--- src/rtl/register_unloader_n.sv ---
// -----------------------------------------------------------------------------
// register_unloader_n
//
// Captures an n-bit word over a valid/ready load handshake and streams it out
// bit-serially over a valid/ready serial port. Back-to-back words are supported:
// on the transfer of the last bit the next word can be loaded in the same cycle.
// This means the serial stream has no idle bubble between words.
//
// Parameters
//   n          word width in bits (n >= 1)
//   MSB_FIRST  0: bit 0 leaves first, 1: bit n-1 leaves first
//   CNT_W      bit-index counter width (derived, do not override)
//
// Ports
//   clk         clock, all state updates on the rising edge
//   reset       asynchronous, active-low reset
//   load_valid  a word is present on d
//   load_ready  the block accepts a word this cycle
//   d           parallel word, sampled only on a load transfer
//   ser_valid   ser_data holds a valid bit
//   ser_ready   the consumer takes the bit this cycle
//   ser_data    current serial bit
//   ser_last    current bit is the final bit of the word
//   busy        a word is in flight
// -----------------------------------------------------------------------------
module register_unloader_n #(
    parameter int n         = 32,
    parameter bit MSB_FIRST = 1'b0,
    parameter int CNT_W     = ($clog2(n) > 0 ? $clog2(n) : 1)
) (
    input  logic         clk,
    input  logic         reset,
    input  logic         load_valid,
    output logic         load_ready,
    input  logic [n-1:0] d,
    output logic         ser_valid,
    input  logic         ser_ready,
    output logic         ser_data,
    output logic         ser_last,
    output logic         busy
);

    typedef enum logic {
        IDLE  = 1'b0,
        SHIFT = 1'b1
    } state_t;

    localparam logic [CNT_W-1:0] LAST_CNT = CNT_W'(n - 1);

    state_t           state_reg, state_next;
    logic [n-1:0]     shreg_reg, shreg_next;
    logic [CNT_W-1:0] cnt_reg,   cnt_next;
    logic [n-1:0]     shreg_shifted;
    logic             at_last;

    assign at_last = (cnt_reg == LAST_CNT);

    // Move the next bit toward the output end; the vacated end fills with 0.
    // For MSB-first the output end is bit n-1, otherwise bit 0.
    generate
        if (MSB_FIRST) begin : g_msb_first
            assign shreg_shifted = shreg_reg << 1;
            assign ser_data      = shreg_reg[n-1];
        end else begin : g_lsb_first
            assign shreg_shifted = shreg_reg >> 1;
            assign ser_data      = shreg_reg[0];
        end
    endgenerate

    always_ff @(posedge clk or negedge reset) begin
        if (!reset) begin
            state_reg <= IDLE;
            shreg_reg <= '0;
            cnt_reg   <= '0;
        end else begin
            state_reg <= state_next;
            shreg_reg <= shreg_next;
            cnt_reg   <= cnt_next;
        end
    end

    always_comb begin
        state_next = state_reg;
        shreg_next = shreg_reg;
        cnt_next   = cnt_reg;
        load_ready = 1'b0;
        ser_valid  = 1'b0;
        ser_last   = 1'b0;
        busy       = 1'b0;

        case (state_reg)
            IDLE: begin
                load_ready = 1'b1;
                if (load_valid) begin
                    shreg_next = d;
                    cnt_next   = '0;
                    state_next = SHIFT;
                end
            end

            SHIFT: begin
                ser_valid  = 1'b1;
                busy       = 1'b1;
                ser_last   = at_last;
                // The slot frees up exactly when the last bit is being taken,
                // which is what allows a gap-free hand-over to the next word.
                load_ready = at_last & ser_ready;
                if (ser_ready) begin
                    if (!at_last) begin
                        shreg_next = shreg_shifted;
                        cnt_next   = cnt_reg + 1'b1;
                    end else if (load_valid) begin
                        shreg_next = d;
                        cnt_next   = '0;
                    end else begin
                        // Clear leftovers so the idle output line sits at 0.
                        shreg_next = '0;
                        cnt_next   = '0;
                        state_next = IDLE;
                    end
                end
            end

            default: begin
                state_next = IDLE;
            end
        endcase
    end

endmodule

--- config.mk ---
export PLATFORM = sky130hd
export DESIGN_NAME = register_unloader_n
export DESIGN_NICKNAME = d
export VERILOG_FILES = /design/src/rtl/register_unloader_n.sv
export SDC_FILE = /design/constraint.sdc
export NUM_CORES = 1
export LEC_CHECK = 0
export BUFFER_PORTS_ARGS = -buffer_cell sky130_fd_sc_hd__buf_2
export CORE_MARGIN = 1
export CORE_UTILIZATION = 40
export DETAILED_ROUTE_END_ITERATION = 6
export GPL_TIMING_DRIVEN = 0
export PLACE_DENSITY_LB_ADDON = 0.12
export SYNTH_ARGS = -nofsm -noshare
export SYNTH_HDL_FRONTEND = slang
export SYNTH_SLANG_ARGS = --single-unit
--- constraint.sdc ---
create_clock -name clk -period 2.13 [get_ports clk]
set_clock_uncertainty 0.1 [all_clocks]
set_input_delay 0.213 -clock clk [delete_from_list [all_inputs] [get_ports clk]]
set_output_delay 0.213 -clock clk [all_outputs]
set_load 0.005 [all_outputs]
# Yosys cells after proc, flatten, opt, wreduce, memory -nomap -nowiden

Index checks and enable logic that the tools add are counted.

Flip-flop bits (word level): 38
Bits in latches: 0
RAM bits: 0
ROM bits: 0
Bits of input ports: 36
Output and inout bits: 5
Logic and storage cells: 26
Memories kept: 0

Add/sub/neg operators: 1
Multiply operators: 0
Divide/modulo/power cells: 0
Magnitude comparators: 0
Eq/ne operators: 3
Shifts and indexed selects: 0
Mux-type cells: 16
Bitwise logic cells: 2
Reductions and logical operators: 1

Operators with widths:

| operator            | count |
|---|---|
| $mux 32             | 4 |
| $pmux 32 s2         | 1 |
| $mux 5              | 3 |
| $pmux 5 s2          | 1 |
| $add 5x1->5 const B | 1 |
| $eq 5x5->1 const B  | 1 |
| $mux 1              | 5 |
| $ne 2x2->1 const B  | 2 |
| $pmux 1 s2          | 2 |
| $reduce_and 2->1    | 1 |
| $and 1x1->1         | 1 |
| $not 1->1           | 1 |

# Depth between registers and ports, before layout

Depth in word-level cells: 4
Depth in mapped cells: 7
Gate-level depth less buffers: 6

# Worst setup path before layout

Ideal clock, no wire load.

Path type: register -> register
Start: register cnt_reg[0]
End: register shreg_reg[10]
Setup time: 0.121 ns
Arrival: 1.622 ns
Required time: 1.909 ns
Setup slack: 0.287 ns
Cell stages (with the launch flop): 8
Buffers on the path: 1
Clock period less this slack: 1.843 ns
Cell sequence: dfrtp_1 -> ha_1 -> and3_1 -> ha_1 -> a21bo_4 -> buf_6 -> a22oi_2 -> a21oi_2

Longest elaborated chain between the ends: 4

Ends and longest elaborated chain:

| what                   | RTL line | text |
|---|---|---|
| from (decl)            | 52       | `logic [CNT_W-1:0] cnt_reg, cnt_next;` |
| from (signal assigned) | 78       | `cnt_reg <= cnt_next;` |
| $eq 5x5->1             | 56       | `assign at_last = (cnt_reg == LAST_CNT);` |
| $mux 32                | 109      | `if (!at_last) begin` |
| $mux 32                | 108      | `if (ser_ready) begin` |
| $pmux 32 s2            | 91       | `case (state_reg)` |
| to (signal assigned)   | 77       | `shreg_reg <= shreg_next;` |
| to (decl)              | 51       | `logic [n-1:0] shreg_reg, shreg_next;` |

Every way passes these cells. The select of a mux whose other input is x is not followed.
A chain may end at the register's enable or synchronous reset.

# Worst setup path after layout

Start: register cnt_reg[0]
End: register shreg_reg[3]

The elaborated chain is that of the path after synthesis.

==> results.json <==
{
  "cp_data_required_time_ps": 2240,
  "worstMarginPinSlew_ps": 857,
  "clk_path_buf_depth": 2,
  "placeableCoreArea_mm2": 0.00472,
  "postSynthAreaPerCell_um2": 10.6,
  "grt.overflow.total": 0,
  "vias": 1561,
  "tritoncts.num_buffers": 5,
  "clock-sinks": 38,
  "global_route_wire_length_before_repair_um": 6700,
  "outcome": "completed",
  "boundaryPins": 41,
  "slew_limit_headroom": 0.429,
  "route.detailed.vias_per_inst": 5.19,
  "largest_register_ff_count": 32,
  "vias_in_the_first_global_route": 1457,
  "hold_path_class": "input pin to flop",
  "layout_common_cells": "41 x sky130_fd_sc_hd__buf_2, 38 x sky130_fd_sc_hd__dfrtp_1, 32 x sky130_fd_sc_hd__nor2_1, 24 x sky130_fd_sc_hd__a21oi_1, 23 x sky130_fd_sc_hd__a22oi_1",
  "dpl.hpwl_um": 2660,
  "worst_setup_hold_path_clk_slew_ps": 80,
  "synth.lib_cells_used.distinct": 35,
  "detail_route.wl_per_cell_um": 13.4,
  "wirelength_um": 4030,
  "design.die.area_mm2": 0.00520,
  "timing.setup.critical_path_class": "flop to flop",
  "register_bit_total_from_synthesis": 38,
  "finish.cell_count_without_fillers": 301,
  "cp-start-kind": "flop",
  "finalCoreUtilization": 0.512,
  "rows": 25,
  "first_pass_iteration_count_of_the_detailed_router": 4,
  "total_area_of_sequential_cells_um2": 951,
  "initial_utilization": 0.417,
  "drc_errors": 0,
  "drtIter0Drc": 81,
  "placedInstanceArea_mm2": 0.00225,
  "timing.setup.tns_ps": 0,
  "min_period_over_period": 0.925,
  "global_route.usage.total": 0.167,
  "timing_hold_violations_final": 0,
  "insertedDiodeCount": 0,
  "die_height_um": 72.1,
  "dp_cells": 292,
  "maxCapViolCount": 0,
  "synth.yosys.warnings": 0,
  "yosysSeqAreaShare": 0.483,
  "worstPathMaxFanout": 10,
  "gp_congestion": 0.813,
  "most_common_library_cell_in_the_layout_ignoring_fill_and_taps": "sky130_fd_sc_hd__buf_2",
  "period_minus_slack_ps": 1970,
  "area_delta_synth_final_pct": 22.8,
  "power_density_mw_per_mm2": 1180,
  "synth.cell_area_mm2": 0.00197,
  "slew_violations": 0,
  "synthCells": 185,
  "ctsHtreeMaxLevel": 2,
  "cts_tree": "yes",
  "final_cell_area_mm2": 0.00242,
  "cp-end-kind": "flop",
  "synth.area.top_cells": "sky130_fd_sc_hd__dfrtp_1 48%, sky130_fd_sc_hd__a22oi_1 8.8%, sky130_fd_sc_hd__a21oi_1 6.1%, sky130_fd_sc_hd__nor2_1 6.1%, sky130_fd_sc_hd__a22oi_2 5.1%",
  "grt_start_max_net_pins": 39,
  "drive_gt1_frac": 0.359,
  "fp.dieW_um": 72.1,
  "report.final.setup_viol": 0,
  "power.leakage_nw": 1.14,
  "filler_cell_count": 439,
  "clock_insertion_delay_worst_skew_ps": 290,
  "clock-root-buffer": "sky130_fd_sc_hd__clkbuf_8",
  "postSynthNetCount": 224,
  "fin_nets": 272,
  "final_antenna_net_count": 0,
  "grt_setup_unrepaired": "no",
  "fmax_mhz": 507,
  "synth.top_cell.area_share": 0.483,
  "synth_top_cell_by_area": "sky130_fd_sc_hd__dfrtp_1",
  "irDropWorstVdd_mv": 0.441,
  "multiInputGateArea_um2": 851,
  "grt_antenna_before_repair": 0,
  "place.port_buffers": 40,
  "timing.critical_path.arrival_ps": 2080
}
[final cells by class]
| class | instances | area share |
|---|---|---|
| Sequential cell | 38 | 0.393 |
| Tap cell | 67 | 0.0347 |
| Multi-Input combinational cell | 129 | 0.352 |
| Inverter | 2 | 0.00311 |
| Buffer | 16 | 0.0709 |
| Clock inverter | 2 | 0.0248 |
| Timing Repair Buffer | 41 | 0.0870 |
| Clock buffer | 6 | 0.0342 |
[cell usage after synthesis]
cell type                   number
sky130_fd_sc_hd__buf_6           7
sky130_fd_sc_hd__buf_4           1
sky130_fd_sc_hd__a21oi_2         8
sky130_fd_sc_hd__a22o_1          3
sky130_fd_sc_hd__and2_1          1
sky130_fd_sc_hd__mux2_2          1
sky130_fd_sc_hd__buf_2           3
sky130_fd_sc_hd__a2bb2oi_1       1
sky130_fd_sc_hd__o221ai_1        1
sky130_fd_sc_hd__a31oi_1         1
sky130_fd_sc_hd__nand3_1         1
sky130_fd_sc_hd__nand3b_1        1
sky130_fd_sc_hd__and2b_1         1
sky130_fd_sc_hd__clkbuf_4        1
sky130_fd_sc_hd__or3_1           1
sky130_fd_sc_hd__o21ai_0         1
sky130_fd_sc_hd__nor2_1         32
sky130_fd_sc_hd__a21bo_4         1
sky130_fd_sc_hd__nor2b_1         1
sky130_fd_sc_hd__nand4_1         1
sky130_fd_sc_hd__mux2_1          2
sky130_fd_sc_hd__clkbuf_1        1
sky130_fd_sc_hd__dfrtp_1        38
sky130_fd_sc_hd__a21oi_1        24
sky130_fd_sc_hd__mux2i_1         1
sky130_fd_sc_hd__a22oi_1        23
sky130_fd_sc_hd__a22oi_2         8
sky130_fd_sc_hd__mux2_4          1
sky130_fd_sc_hd__and3_1          2
sky130_fd_sc_hd__inv_1           2
sky130_fd_sc_hd__nand4b_1        1
sky130_fd_sc_hd__nand2_1         8
sky130_fd_sc_hd__buf_12          1
sky130_fd_sc_hd__ha_1            3
sky130_fd_sc_hd__buf_8           2
[stage by stage]
step / setup WS [ps] / hold slack [ps] / power, mW
floorplan: 287 / -183 / 1.88
global placement: 72.4 / 287 / 2.09
detailed placement: 53.7 / 278 / 2.10
CTS: 50.1 / 108 / 2.88
global route: 35.1 / 110 / 3.06
finish: 159 / 119 / 2.86
[per-layer routing]
metal | global-route usage | wire length, um | vias to the layer above
li1 | - | - | 765
met1 | 0.216 | 2000 | 757
met3 | 0.0486 | 167 | 6
met2 | 0.268 | 1810 | 33
met5 | 0 | 0 | -
met4 | 0.0588 | 53 | 0
[timing repair]
action | in CTS | in global routing
setup endpoints to repair | 0 | 26
resized for setup | 0 | 6
hold endpoints to repair | 38 | 0
setup buffers | 0 | 0
hold buffers | 1 | 0
[final timing paths]
check	cells past startpoint	startpoint	end	slack (ps)
max	7	cnt_reg[0]$_DFFE_PN0P_	shreg_reg[3]$_DFFE_PN0P_	160
min	3	d[31]	shreg_reg[31]$_DFFE_PN0P_	120
max reg2reg	7	cnt_reg[0]$_DFFE_PN0P_	shreg_reg[3]$_DFFE_PN0P_	160
min reg2reg	2	shreg_reg[21]$_DFFE_PN0P_	shreg_reg[21]$_DFFE_PN0P_	430
max in group asynchronous	2	reset	shreg_reg[28]$_DFFE_PN0P_	930
min in group asynchronous	2	reset	shreg_reg[19]$_DFFE_PN0P_	470
[worst max-delay path: stages (launching register included)]
cell	delay [ps]
sky130_fd_sc_hd__dfrtp_1	420
sky130_fd_sc_hd__ha_1	240
sky130_fd_sc_hd__and3_1	210
sky130_fd_sc_hd__ha_2	200
sky130_fd_sc_hd__and2b_2	270
sky130_fd_sc_hd__clkbuf_4	210
sky130_fd_sc_hd__a22oi_1	80
sky130_fd_sc_hd__a21oi_1	170
[where the power goes]
group          leakage [nW]  switching (mW)  total, mW  internal (mW)
clock network        0.0714           0.263      0.763          0.500
registers             0.403           0.180       1.19           1.01
logic                 0.663           0.425      0.908          0.483
[cells by family (layout without fill, tap and decap cells)]
kind of cell / count (synthesis) / count (layout) / share of synthesized area
compound gates: 71 / 71 / 0.271
simple gates: 50 / 50 / 0.110
flops: 38 / 38 / 0.483
buf+inv: 18 / 67 / 0.0865
mux: 5 / 5 / 0.0299
fa+ha+maj: 3 / 3 / 0.0191
No activity file was read; power rests on OpenSTA's default activity.
